===== src/rtl/ledpanel_scan.sv =====
// rtl/ledpanel_scan.sv - HUB75 1/8-scan panel driver with 8-plane binary-coded modulation
// Reads pixels from the double-buffered frame buffer and owns its display-select bit.
module ledpanel_scan #(
    parameter int BASE = 4
) (
    input  logic       clk,
    input  logic       reset,
    input  logic       swap_req,
    output logic       display,
    output logic       swap_done,
    output logic [2:0] row,
    output logic [5:0] col,
    input  logic [7:0] red,
    input  logic [7:0] green,
    input  logic [7:0] blue,
    output logic       panel_r,
    output logic       panel_g,
    output logic       panel_b,
    output logic       panel_clk,
    output logic       panel_lat,
    output logic       panel_oe_n,
    output logic [2:0] panel_a
);

    localparam int SHOW_MAX = BASE << 7;
    localparam int SW       = $clog2(SHOW_MAX + 1);

    typedef enum logic [1:0] {
        ST_SHIFT,
        ST_TRAIL,
        ST_LATCH,
        ST_SHOW
    } state_t;

    state_t        r_state;
    logic [2:0]    r_scan;
    logic [2:0]    r_row;
    logic [2:0]    r_plane;
    logic [5:0]    r_col;
    logic          r_ph;
    logic [SW-1:0] r_show;
    logic          r_display;
    logic          r_swap_done;
    logic          r_swap_pending;
    logic          r_panel_r;
    logic          r_panel_g;
    logic          r_panel_b;
    logic          r_panel_clk;
    logic          r_panel_lat;
    logic          r_panel_oe_n;
    logic [2:0]    r_panel_a;

    logic [SW-1:0] w_show_last;
    logic          w_frame_end;

    assign w_show_last = (SW'(BASE) << r_plane) - SW'(1);
    assign w_frame_end = (r_state == ST_SHOW) && (r_show == '0) &&
                         (r_plane == 3'd7) && (r_scan == 3'd7);

    always_ff @(posedge clk or posedge reset) begin
        if (reset) begin
            r_state        <= ST_SHIFT;
            r_scan         <= 3'd0;
            r_row          <= 3'd7;
            r_plane        <= 3'd0;
            r_col          <= 6'd0;
            r_ph           <= 1'b0;
            r_show         <= '0;
            r_display      <= 1'b0;
            r_swap_done    <= 1'b0;
            r_swap_pending <= 1'b0;
            r_panel_r      <= 1'b0;
            r_panel_g      <= 1'b0;
            r_panel_b      <= 1'b0;
            r_panel_clk    <= 1'b0;
            r_panel_lat    <= 1'b0;
            r_panel_oe_n   <= 1'b1;
            r_panel_a      <= 3'd0;
        end else begin
            // A request landing on the frame-end cycle survives into the next frame.
            if (w_frame_end && r_swap_pending) begin
                r_display      <= ~r_display;
                r_swap_done    <= 1'b1;
                r_swap_pending <= swap_req;
            end else begin
                r_swap_done    <= 1'b0;
                r_swap_pending <= r_swap_pending | swap_req;
            end

            case (r_state)
                ST_SHIFT: begin
                    r_panel_oe_n <= 1'b1;
                    r_panel_lat  <= 1'b0;
                    if (!r_ph) begin
                        // Pixel 0 has no predecessor to clock out.
                        r_panel_clk <= (r_col != 6'd0);
                        r_ph        <= 1'b1;
                    end else begin
                        r_panel_r   <= red[r_plane];
                        r_panel_g   <= green[r_plane];
                        r_panel_b   <= blue[r_plane];
                        r_panel_clk <= 1'b0;
                        r_ph        <= 1'b0;
                        if (r_col == 6'd63) begin
                            r_state <= ST_TRAIL;
                        end else begin
                            r_col <= r_col + 6'd1;
                        end
                    end
                end

                ST_TRAIL: begin
                    r_panel_clk <= 1'b1;
                    r_state     <= ST_LATCH;
                end

                ST_LATCH: begin
                    r_panel_clk  <= 1'b0;
                    r_panel_lat  <= 1'b1;
                    r_panel_oe_n <= 1'b1;
                    r_panel_a    <= r_scan;
                    r_show       <= w_show_last;
                    r_state      <= ST_SHOW;
                end

                ST_SHOW: begin
                    r_panel_lat  <= 1'b0;
                    r_panel_oe_n <= 1'b0;
                    if (r_show == '0) begin
                        r_col   <= 6'd0;
                        r_state <= ST_SHIFT;
                        if (r_plane != 3'd7) begin
                            r_plane <= r_plane + 3'd1;
                        end else begin
                            r_plane <= 3'd0;
                            r_scan  <= r_scan + 3'd1;
                            // The buffer adds one to row, so row trails scan by one.
                            r_row   <= r_scan;
                        end
                    end else begin
                        r_show <= r_show - SW'(1);
                    end
                end

                default: r_state <= ST_SHIFT;
            endcase
        end
    end

    assign display    = r_display;
    assign swap_done  = r_swap_done;
    assign row        = r_row;
    assign col        = r_col;
    assign panel_r    = r_panel_r;
    assign panel_g    = r_panel_g;
    assign panel_b    = r_panel_b;
    assign panel_clk  = r_panel_clk;
    assign panel_lat  = r_panel_lat;
    assign panel_oe_n = r_panel_oe_n;
    assign panel_a    = r_panel_a;

endmodule


===== config.mk =====
export PLATFORM = sky130hd
export DESIGN_NAME = ledpanel_scan
export DESIGN_NICKNAME = d
export VERILOG_FILES = /design/src/rtl/ledpanel_scan.sv
export SDC_FILE = /design/constraint.sdc
export NUM_CORES = 1
export LEC_CHECK = 0
export CAP_MARGIN = 25
export CORE_MARGIN = 2
export CORE_UTILIZATION = 50
export CTS_CLUSTER_SIZE = 12
export DETAILED_ROUTE_END_ITERATION = 10
export PLACE_DENSITY = 0.78
export SLEW_MARGIN = 20
export SYNTH_ARGS = -nofsm -noshare
export SYNTH_HDL_FRONTEND = slang
export SYNTH_SLANG_ARGS = --single-unit

===== constraint.sdc =====
create_clock -name clk -period 6.4 [get_ports clk]
set_input_delay 0.64 -clock clk [delete_from_list [all_inputs] [get_ports clk]]
set_output_delay 0.64 -clock clk [all_outputs]
set_load 0.02 [all_outputs]

==> results by group <==
Outcome
  • Status: finished, final reports clean

Route
  • Routed Antenna Nets: 0
  • # DRC: 0
  • DR WL/cell: 14.7 um
  • Via count: 2,028
  • DRT iter0 DRCs: 129
  • Final WL: 5230 um
  • Vias/cell: 5.71
  • Initial DRT Pass Iterations: 6

Logic synthesis
  • Unique masters post-synth: 51
  • Synth Cell Area: 2480 um^2
  • FF+latch count, synth: 40
  • Sequential share of the synthesized area: 40.5%
  • FFs w/ async S/R, synth: 100%
  • Ys flop type: dfrtp_1
  • Post-synth EDFFs: 0
  • Cell count after synthesis: 244
  • Synth warnings: 0
  • Syn avg cell area: 10.2 um^2
  • Syn nets: 290

Floorplanning
  • Die H: 74.5 um
  • # IOs: 47
  • Die X: 74.5 um
  • Starting Density: 52.3%
  • Core area: 4750 um^2
  • Die ar.: 5550 um^2
  • Site Rows: 25

STA
  • Layout Skew: 0.00518 ns
  • Final setup vio count: 0
  • Crit path time final: 2.43 ns
  • Max Clock Freq: 411 MHz
  • RSZ-0062 raised after global routing: false
  • Slew HR: 35.8%
  • Measured slew at the worst slew-check pin: 0.954 ns
  • Endpoints failing hold: 0
  • Max Slew Vio Count: 0
  • Setup TNS: 0 ns
  • Final period utilization: 38.0%

Worst setup path
  • Reg2reg end: r_show[3]
  • Crit path largest cell delay: 0.67 ns
  • Kind of critical path: register to register
  • Worst-path cell chain: ha_1 > buf_4 > nand4bb_1 > nor3_1 > nor2_1 > o21a_1
  • Crit-path leading delay family: simple AND/OR/NAND/NOR gates
  • Worst-case reg-to-reg path depth: 6
  • Worst setup SP type: register
  • Crit end category: register
  • Crit path required time: 6.59 ns
  • RR Startpoint: r_state[0]
  • Arrival time worst endpoint: 2.63 ns
  • Instance count on the critical path: 6
  • Slowest cell on the critical path: nor3_1
  • Max FO, Critical Path: 29
  • Buffers & Inverters on Critical Path: 1
  • Reg2Reg Setup Slack: 3.97 ns

Clock tree
  • Clock transition at path regs: 0.08 ns
  • CTS tree: done
  • Num CTS Buffers: 5
  • Worst skew pair latency: 0.30 ns
  • Clock Tree Buf Depth: 2
  • # H-tree levels: 2
  • Post-CTS Setup Bufs: 0
  • # clock sinks: 40
  • Clk root buf: clkbuf_8
  • Post-cts sizing count: 0
  • # hold bufs at CTS: 0

Final layout
  • Final net count: 333
  • Finished Core Util: 64.7%
  • Share of cells above drive strength 1: 12.5%
  • Antenna diodes: 0
  • Syn-to-layout area delta: 23.8%

Global route
  • Gr ovfl total: 0
  • First-pass GRT wire length: 8760 um
  • Vias in the first global route: 1,987
  • Largest net degree at the start of global routing: 41
  • Overall Global Routing Usage: 21.0%
  • Initial antenna violation count: 0

Pwr
  • P_leak: 0.00134 uW
  • PwrDens: 146 nW/um^2
  • Overall power: 450 uW
  • Peak VDD IR: 0.0000647 V

Placed design
  • Port bufs: 46
  • DP HPWL: 3910 um
  • GPL Wtd Cong: 0.862

Min path
  • Min-delay worst type: register to register
  • Hold depth: 2
  • Hold Path Sink: panel_oe_n
  • HP Start: panel_oe_n

Job
  • Total of max-cap violations: 0
[flip-flops by register name (all words and copies together), names as in the netlist]
signal / flops
swap_done: 1
panel_a: 3
panel_lat: 1
panel_r: 1
r_ph: 1
col: 6
row: 3
r_show: 10
display: 1
r_plane: 3
panel_g: 1
r_state: 2
r_swap_pending: 1
panel_b: 1
panel_oe_n: 1
panel_clk: 1
r_scan: 3
[report_power, final]
group          leakage (uW)  switching (uW)  internal, uW  total (uW)
Combinational      0.000784            9.63          18.7        28.4
Sequential         0.000513           0.544           254         254
Clock             0.0000412            90.9          76.2         167
Total               0.00134             101           349         450
[cell families (layout without fill, tap and decap cells)]
logic type | count (synthesis) | after routing | synth area share [%]
buffers and inverters | 28 | 72 | 4.53
and+or+nand+nor | 70 | 70 | 14.8
AOI/OAI and AO/OA | 58 | 58 | 15.4
DFF | 40 | 40 | 40.5
xor gates and xnor gates | 5 | 5 | 2.06
adders and majority gates | 19 | 19 | 9.57
muxes | 24 | 24 | 13.2
[through the flow]
step                      cell area (um^2)  setup WS, ns  hold WS (ns)  instances
after global placement                2990          3.94         0.460        347
after CTS                             3080          3.99         0.488        355
after floorplan                       2480          4.13         0.450        244
final                                 3080          3.97         0.486        355
after global routing                  3080          3.83         0.507        355
after detailed placement              2990          3.98         0.473        347
[how the worst max path moves through the flow]
stage / startpoint / to / slack, ns
detailed placement: r_state[0] / r_show[3] / 3.98
global placement: r_state[0] / r_show[3] / 3.94
CTS: r_state[0] / r_show[3] / 3.99
floorplan: r_plane[0] / r_show[8] / 4.13
finish: r_state[0] / r_show[3] / 3.97
global route: r_state[0] / r_show[3] / 3.83
[cell usage in the layout (no fill, tap or decap), drive strengths merged, types with 4 or more instances in the layout]
| master | instances |
|---|---|
| a21oi | 11 |
| inv | 16 |
| or3 | 5 |
| mux4 | 6 |
| dfstp | 4 |
| clkdlybuf4s50 | 46 |
| nor2 | 17 |
| nand3 | 7 |
| clkbuf | 6 |
| dfrtp | 36 |
| mux2 | 10 |
| nor3 | 4 |
| nor2b | 5 |
| mux2i | 8 |
| ha | 19 |
| nand2 | 18 |
| o21ai | 17 |
| nor4 | 4 |
[Yosys cell counts, types with 2 or more instances]
master	count	area (um^2)
a21oi_1	11	55.1
a22oi_1	2	15.0
a2bb2oi_1	2	17.5
a41oi_1	2	17.5
clkbuf_1	10	37.5
dfrtp_1	36	901
dfstp_2	4	105
ha_1	19	238
inv_1	15	56.3
mux2_2	10	113
mux2i_1	8	80.1
mux4_2	6	135
nand2_1	18	67.6
nand2b_1	3	18.8
nand3_1	7	35.0
nor2_1	17	63.8
nor2b_1	5	31.3
nor3_1	4	20.0
nor4_1	3	18.8
o21a_1	3	22.5
o21ai_0	17	85.1
o221ai_1	2	17.5
o22ai_1	3	18.8
o311ai_0	3	26.3
o31ai_1	3	22.5
or3_1	4	25.0
xnor2_1	2	17.5
xor2_1	2	17.5
[worst reg2reg max path, delay by kind of cell, from the launching register on]
family | cells | cell delay, ns
DFF | 1 | 0.41
and+or+nand+nor | 3 | 1.26
adders and majority gates | 1 | 0.17
buffers and inverters | 1 | 0.27
AOI/OAI and AO/OA | 1 | 0.22
[cell type report]
type | count | area [um^2]
Fill cell | 415 | 1680
Multi-Input combinational cell | 176 | 1370
Sequential cell | 40 | 1010
Clock inverter | 2 | 12.5
Inverter | 16 | 60.1
Clock buffer | 6 | 72.6
Tap cell | 67 | 83.8
Timing Repair Buffer | 48 | 475
[routing by layer]
layer | wire [um] | global-route usage [%] | share of wire [%]
met4 | 106 | 8.53 | 2.0
met5 | 0 | 0 | 0
met3 | 258 | 5.69 | 4.9
met1 | 2190 | 25.4 | 42
met2 | 2670 | 35.7 | 51
Power figures use the tool's default switching activity.
